$ cat src/rtl/fft_rd_addr_gen.sv
// Read-side sequencer for a constant-geometry radix-2 FFT: issues N/2 butterfly
// reads per level and waits for the write-back path between levels.
module fft_rd_addr_gen #(
    parameter int LOG2N      = 10,
    parameter int ADDR_WIDTH = 18
) (
    input  logic                  clk,
    input  logic                  rst_n,
    input  logic                  start,
    input  logic                  abort,
    input  logic                  hold,
    input  logic                  wb_level_done,
    output logic [ADDR_WIDTH-1:0] i_rd_addr,
    output logic                  i_rd_valid,
    output logic                  first_level,
    output logic [LOG2N-2:0]      tw_addr,
    output logic                  rd_bank,
    output logic [4:0]            level,
    output logic                  busy,
    output logic                  done
);

    localparam int CW = LOG2N - 1;

    typedef enum logic [1:0] {
        IDLE    = 2'd0,
        RUN     = 2'd1,
        WAIT_WB = 2'd2
    } state_t;

    state_t                state_q, state_d;
    logic [CW-1:0]         cnt_q, cnt_d;
    logic                  last_q, last_d;
    logic [ADDR_WIDTH-1:0] addr_d;
    logic                  valid_d, first_d, bank_d, busy_d, done_d;
    logic [CW-1:0]         tw_d;
    logic [4:0]            level_d;
    logic [CW-1:0]         tw_mask;

    // Clearing the low 'level' bits of the butterfly index gives the twiddle index.
    assign tw_mask = {CW{1'b1}} << level;

    always_comb begin
        state_d = state_q;
        cnt_d   = cnt_q;
        last_d  = 1'b0;
        addr_d  = i_rd_addr;
        valid_d = 1'b0;
        first_d = first_level;
        tw_d    = tw_addr;
        bank_d  = rd_bank;
        level_d = level;
        busy_d  = busy;
        done_d  = 1'b0;

        if (abort) begin
            state_d = IDLE;
            cnt_d   = '0;
            first_d = 1'b0;
            bank_d  = 1'b0;
            level_d = '0;
            busy_d  = 1'b0;
        end else begin
            case (state_q)
                IDLE: begin
                    // A start seen while the done pulse is still showing is dropped.
                    if (start && !done) begin
                        state_d = RUN;
                        addr_d  = '0;
                        tw_d    = '0;
                        valid_d = 1'b1;
                        cnt_d   = CW'(1);
                        first_d = 1'b1;
                        bank_d  = 1'b0;
                        level_d = '0;
                        busy_d  = 1'b1;
                    end
                end
                RUN: begin
                    // last_q marks the cycle in which the final read of the level is visible.
                    if (last_q) begin
                        state_d = WAIT_WB;
                        cnt_d   = '0;
                    end else if (!hold) begin
                        addr_d  = ADDR_WIDTH'(cnt_q);
                        tw_d    = cnt_q & tw_mask;
                        valid_d = 1'b1;
                        cnt_d   = cnt_q + CW'(1);
                        last_d  = (cnt_q == {CW{1'b1}});
                    end
                end
                WAIT_WB: begin
                    if (wb_level_done) begin
                        if (level == 5'(LOG2N - 1)) begin
                            state_d = IDLE;
                            done_d  = 1'b1;
                            busy_d  = 1'b0;
                            level_d = '0;
                            bank_d  = 1'b0;
                            first_d = 1'b0;
                        end else begin
                            state_d = RUN;
                            level_d = level + 5'd1;
                            bank_d  = ~rd_bank;
                            first_d = 1'b0;
                            addr_d  = '0;
                            tw_d    = '0;
                            valid_d = 1'b1;
                            cnt_d   = CW'(1);
                        end
                    end
                end
                default: state_d = IDLE;
            endcase
        end
    end

    always_ff @(posedge clk) begin
        if (!rst_n) begin
            state_q     <= IDLE;
            cnt_q       <= '0;
            last_q      <= 1'b0;
            i_rd_addr   <= '0;
            i_rd_valid  <= 1'b0;
            first_level <= 1'b0;
            tw_addr     <= '0;
            rd_bank     <= 1'b0;
            level       <= '0;
            busy        <= 1'b0;
            done        <= 1'b0;
        end else begin
            state_q     <= state_d;
            cnt_q       <= cnt_d;
            last_q      <= last_d;
            i_rd_addr   <= addr_d;
            i_rd_valid  <= valid_d;
            first_level <= first_d;
            tw_addr     <= tw_d;
            rd_bank     <= bank_d;
            level       <= level_d;
            busy        <= busy_d;
            done        <= done_d;
        end
    end

endmodule

$ cat config.mk
export PLATFORM = sky130hd
export DESIGN_NAME = fft_rd_addr_gen
export DESIGN_NICKNAME = d
export VERILOG_FILES = /design/src/rtl/fft_rd_addr_gen.sv
export SDC_FILE = /design/constraint.sdc
export NUM_CORES = 1
export LEC_CHECK = 0
export CORE_MARGIN = 2
export CORE_UTILIZATION = 46
export CTS_CLUSTER_SIZE = 40
export DETAILED_ROUTE_END_ITERATION = 10
export PLACE_DENSITY_LB_ADDON = 0.12
export SLEW_MARGIN = 15
export SYNTH_ARGS = -nofsm -noshare
export SYNTH_HDL_FRONTEND = slang
export SYNTH_SLANG_ARGS = --single-unit
$ cat constraint.sdc
create_clock -name clk -period 1.6 [get_ports clk]
set_input_delay 0.32 -clock clk [delete_from_list [all_inputs] [get_ports clk]]
set_output_delay 0.32 -clock clk [all_outputs]
set_load 0.02 [all_outputs]
==> results.sh <==
export IMPL_initial_core_util_pct=47.2
export IMPL_place_congestion=0.815
export IMPL_layout_common_cells="47 x nand2_1, 36 x dfxtp_1, 25 x buf_4"
export IMPL_netlist_instances=230
export IMPL_synth_top_cell_area_share_pct=39.5
export IMPL_num_vias=1760
export IMPL_p_sw_mw=0.504
export IMPL_vias_per_cell=5.16
export IMPL_rsz0062_at_grt="true"
export IMPL_h_tree_depth=2
export IMPL_leakagePower_nw=1.47
export IMPL_ys_seq_area_share_pct=39.5
export IMPL_postCtsHoldBufs=0
export IMPL_maxSlewViolCount=0
export IMPL_layout_nets=301
export IMPL_switching_share_pct=25.0
export IMPL_clock_sinks=40
export IMPL_synth_edf_count=0
export IMPL_drive_gt1_share_pct=19.0
export IMPL_clk_pin_slew_ps=90
export IMPL_core_area_um2=4290
export IMPL_comb_power_share_pct=10.7
export IMPL_synth_top_family_by_area="simple AND/OR/NAND/NOR gates"
export IMPL_antenna_found_initial=0
export IMPL_ys_top_cells_by_area="dfxtp_1 39%, mux2i_1 8.9%, nand2_1 8.7%"
export IMPL_synth_flop_cell="dfxtp_1"
export IMPL_rows=24
export IMPL_clk_path_buf_depth=2
export IMPL_finalCritPeriodShare_pct=100
export IMPL_start_kind="flop"
export IMPL_yosysUniqueCellTypes=49
export IMPL_synth_top_cell_by_area="dfxtp_1"
export IMPL_cts_buffers=5
export IMPL_synth_compound_gate_area_share_pct=13.4
export IMPL_drcViolationCount=0
export IMPL_area_growth_pct=38.2
export IMPL_setup_ws_ps=-2.98
export IMPL_p_seq_share_pct=49.8
export IMPL_ioPinCount=43
export IMPL_ys_seq_elements=40
export IMPL_ant_nets=0
export IMPL_synth_mux_area_fraction_pct=8.88
export IMPL_ys_warnings_count=0
export IMPL_synthAdderAreaFrac_pct=4.32
export IMPL_tns_ps=-2.98
export IMPL_clock_latency_ps=300
export IMPL_dp_hpwl_mm=3.15
export IMPL_hold_viol_final=0
export IMPL_post_drt_wl_per_cell_um=13.3
export IMPL_port_buffers=33
export IMPL_hold_worst_slack_ps=460
export IMPL_fillers=386
export IMPL_finalSetupViolCount=1
export IMPL_mostFrequentLayoutCell="nand2_1"
export IMPL_die_area_um2=4960
export IMPL_hold_class="reg2reg"
export IMPL_async_flop_share_pct=0
export IMPL_grt_max_degree=19
export IMPL_clock_root_buffer="clkbuf_8"
export IMPL_p_per_area_nw_per_um2=718
export IMPL_drtIter0Drc=86
export IMPL_internal_power_mw=1.51
export IMPL_routed_wl_mm=4.53
export IMPL_grt_pass1_wl_mm=7.44
export IMPL_crit_path_end_kind="flop"
export IMPL_crit_fanout=5
export IMPL_synth_simple_area_share_pct=24.5
export IMPL_clkPwrFrac_pct=39.5
export IMPL_crit_type="reg2reg"
export IMPL_grt_pass1_vias=1546
export IMPL_syn_area_um2=2030
export IMPL_avgSynthCellArea_um2=8.82
export IMPL_synthXorXnorAreaFrac_pct=0.864
export IMPL_fmax_ghz=0.624
export IMPL_fp_dieW_um=70.4
export IMPL_final_min_clock_period_ps=1600
export IMPL_finClkSkew_ps=6.41
export IMPL_antenna_cells=0
export IMPL_arrival_ps=1830
export IMPL_die_y_um=70.4
export IMPL_max_cap_viol_count=0
export IMPL_tritoncts="built"
export IMPL_grtUsageTotal_pct=19.1
export IMPL_grt_overflow=0
export IMPL_violations="setup timing"
export IMPL_ir_drop_mv=0.494
export IMPL_dr_pass1_iters=4
export IMPL_status="finished with violations"
export IMPL_worstPathRequired_ps=1830
==> worst max-delay path: stages, from the launching register on <==
cell and delay, ps:
dfxtp_4 360, inv_4 60, ha_4 120, and4bb_4 280, nor2_8 40, o21ai_4 270, clkbuf_16 220, mux2i_1 180
==> state kept, by name, indices dropped and copies added (netlist names) <==
name         flops
level            5
state_q          2
last_q           1
busy             1
tw_addr          9
rd_bank          1
cnt_q            9
done             1
first_level      1
i_rd_valid       1
i_rd_addr        9
==> path summary, 6_finish.rpt <==
kind | startpoint | cells past startpoint | slack, ps | endpoint
setup reg to reg | level[1] | 7 | -3 | tw_addr[6]
hold reg to reg | i_rd_addr[5] | 2 | 460 | i_rd_addr[5]
setup / recovery | level[1] | 7 | -3 | tw_addr[6]
hold / removal | i_rd_addr[5] | 2 | 460 | i_rd_addr[5]
==> what timing repair did <==
item,in CTS,in global routing
cloned,0,3
buffers inserted,0,5
pin swaps,0,2
resized for setup,7,26
endpoints found under the setup margin,18,39
==> logic make-up (layout without fill, tap and decap cells) <==
group / after synthesis / count (layout)
other: 1 / 9
AND/OR/NAND/NOR: 94 / 94
XOR/XNOR: 2 / 2
AO/OA/AOI/OAI: 40 / 40
buffers and inverters: 28 / 79
multiplexers: 18 / 18
flip-flops: 40 / 40
adder cells (fa/ha/maj): 7 / 7
==> per-stage QoR <==
stage | cell area, um^2 | total power, mW | instances | util, % | setup WS (ps)
3_5_place_dp | 2530 | 1.22 | 325 | 58.9 | -151
2_1_floorplan | 2070 | 1.17 | 238 | - | 19.1
4_1_cts | 2640 | 2.01 | 333 | 61.4 | 1.86
3_3_place_gp | 2530 | 1.22 | 325 | 58.9 | -137
6_report | 2800 | 2.01 | 341 | 65.3 | -2.98
5_1_grt | 2800 | 2.10 | 341 | 65.3 | -50.9
==> metal layers <==
layer,part of all wire (%),global-route usage [%],routed length [um],vias to the layer above
met2,47,30.3,2140,51
li1,-,-,-,895
met1,46,25.2,2110,812
met3,5.6,5.19,254,2
met5,0,0,0,-
met4,0.66,5.77,30,0
==> cells in the mapped netlist, types with 3 or more instances <==
cell	number
nand2_1	47
dfxtp_1	40
mux2i_1	18
buf_4	10
nor2_1	10
o21ai_0	10
ha_1	7
inv_1	7
a21oi_1	6
clkbuf_1	6
nor3_1	6
a31oi_1	5
nand3_1	5
nand2b_1	4
nand4_1	4
nor2b_1	3
==> final cells by class <==
class	count	area [um^2]	share of cell area (%)
tap	52	65.1	2.32
multi-input combinational	170	1110	39.6
sequential	40	813	29.0
timing repair buffer	64	677	24.2
clock buffer	6	93.8	3.35
inverter	7	28.8	1.03
clock inverter	2	15.0	0.536
==> power by group through the flow <==
stage,Clock (mW),Combinational [mW],Sequential (mW)
3_5_place_dp,0,0.191,1.03
4_1_cts,0.815,0.193,1.00
3_3_place_gp,0,0.191,1.03
5_1_grt,0.864,0.233,1.00
6_report,0.795,0.215,1.00
2_1_floorplan,0,0.135,1.03
Note: power is estimated with default switching activity, not from simulation.
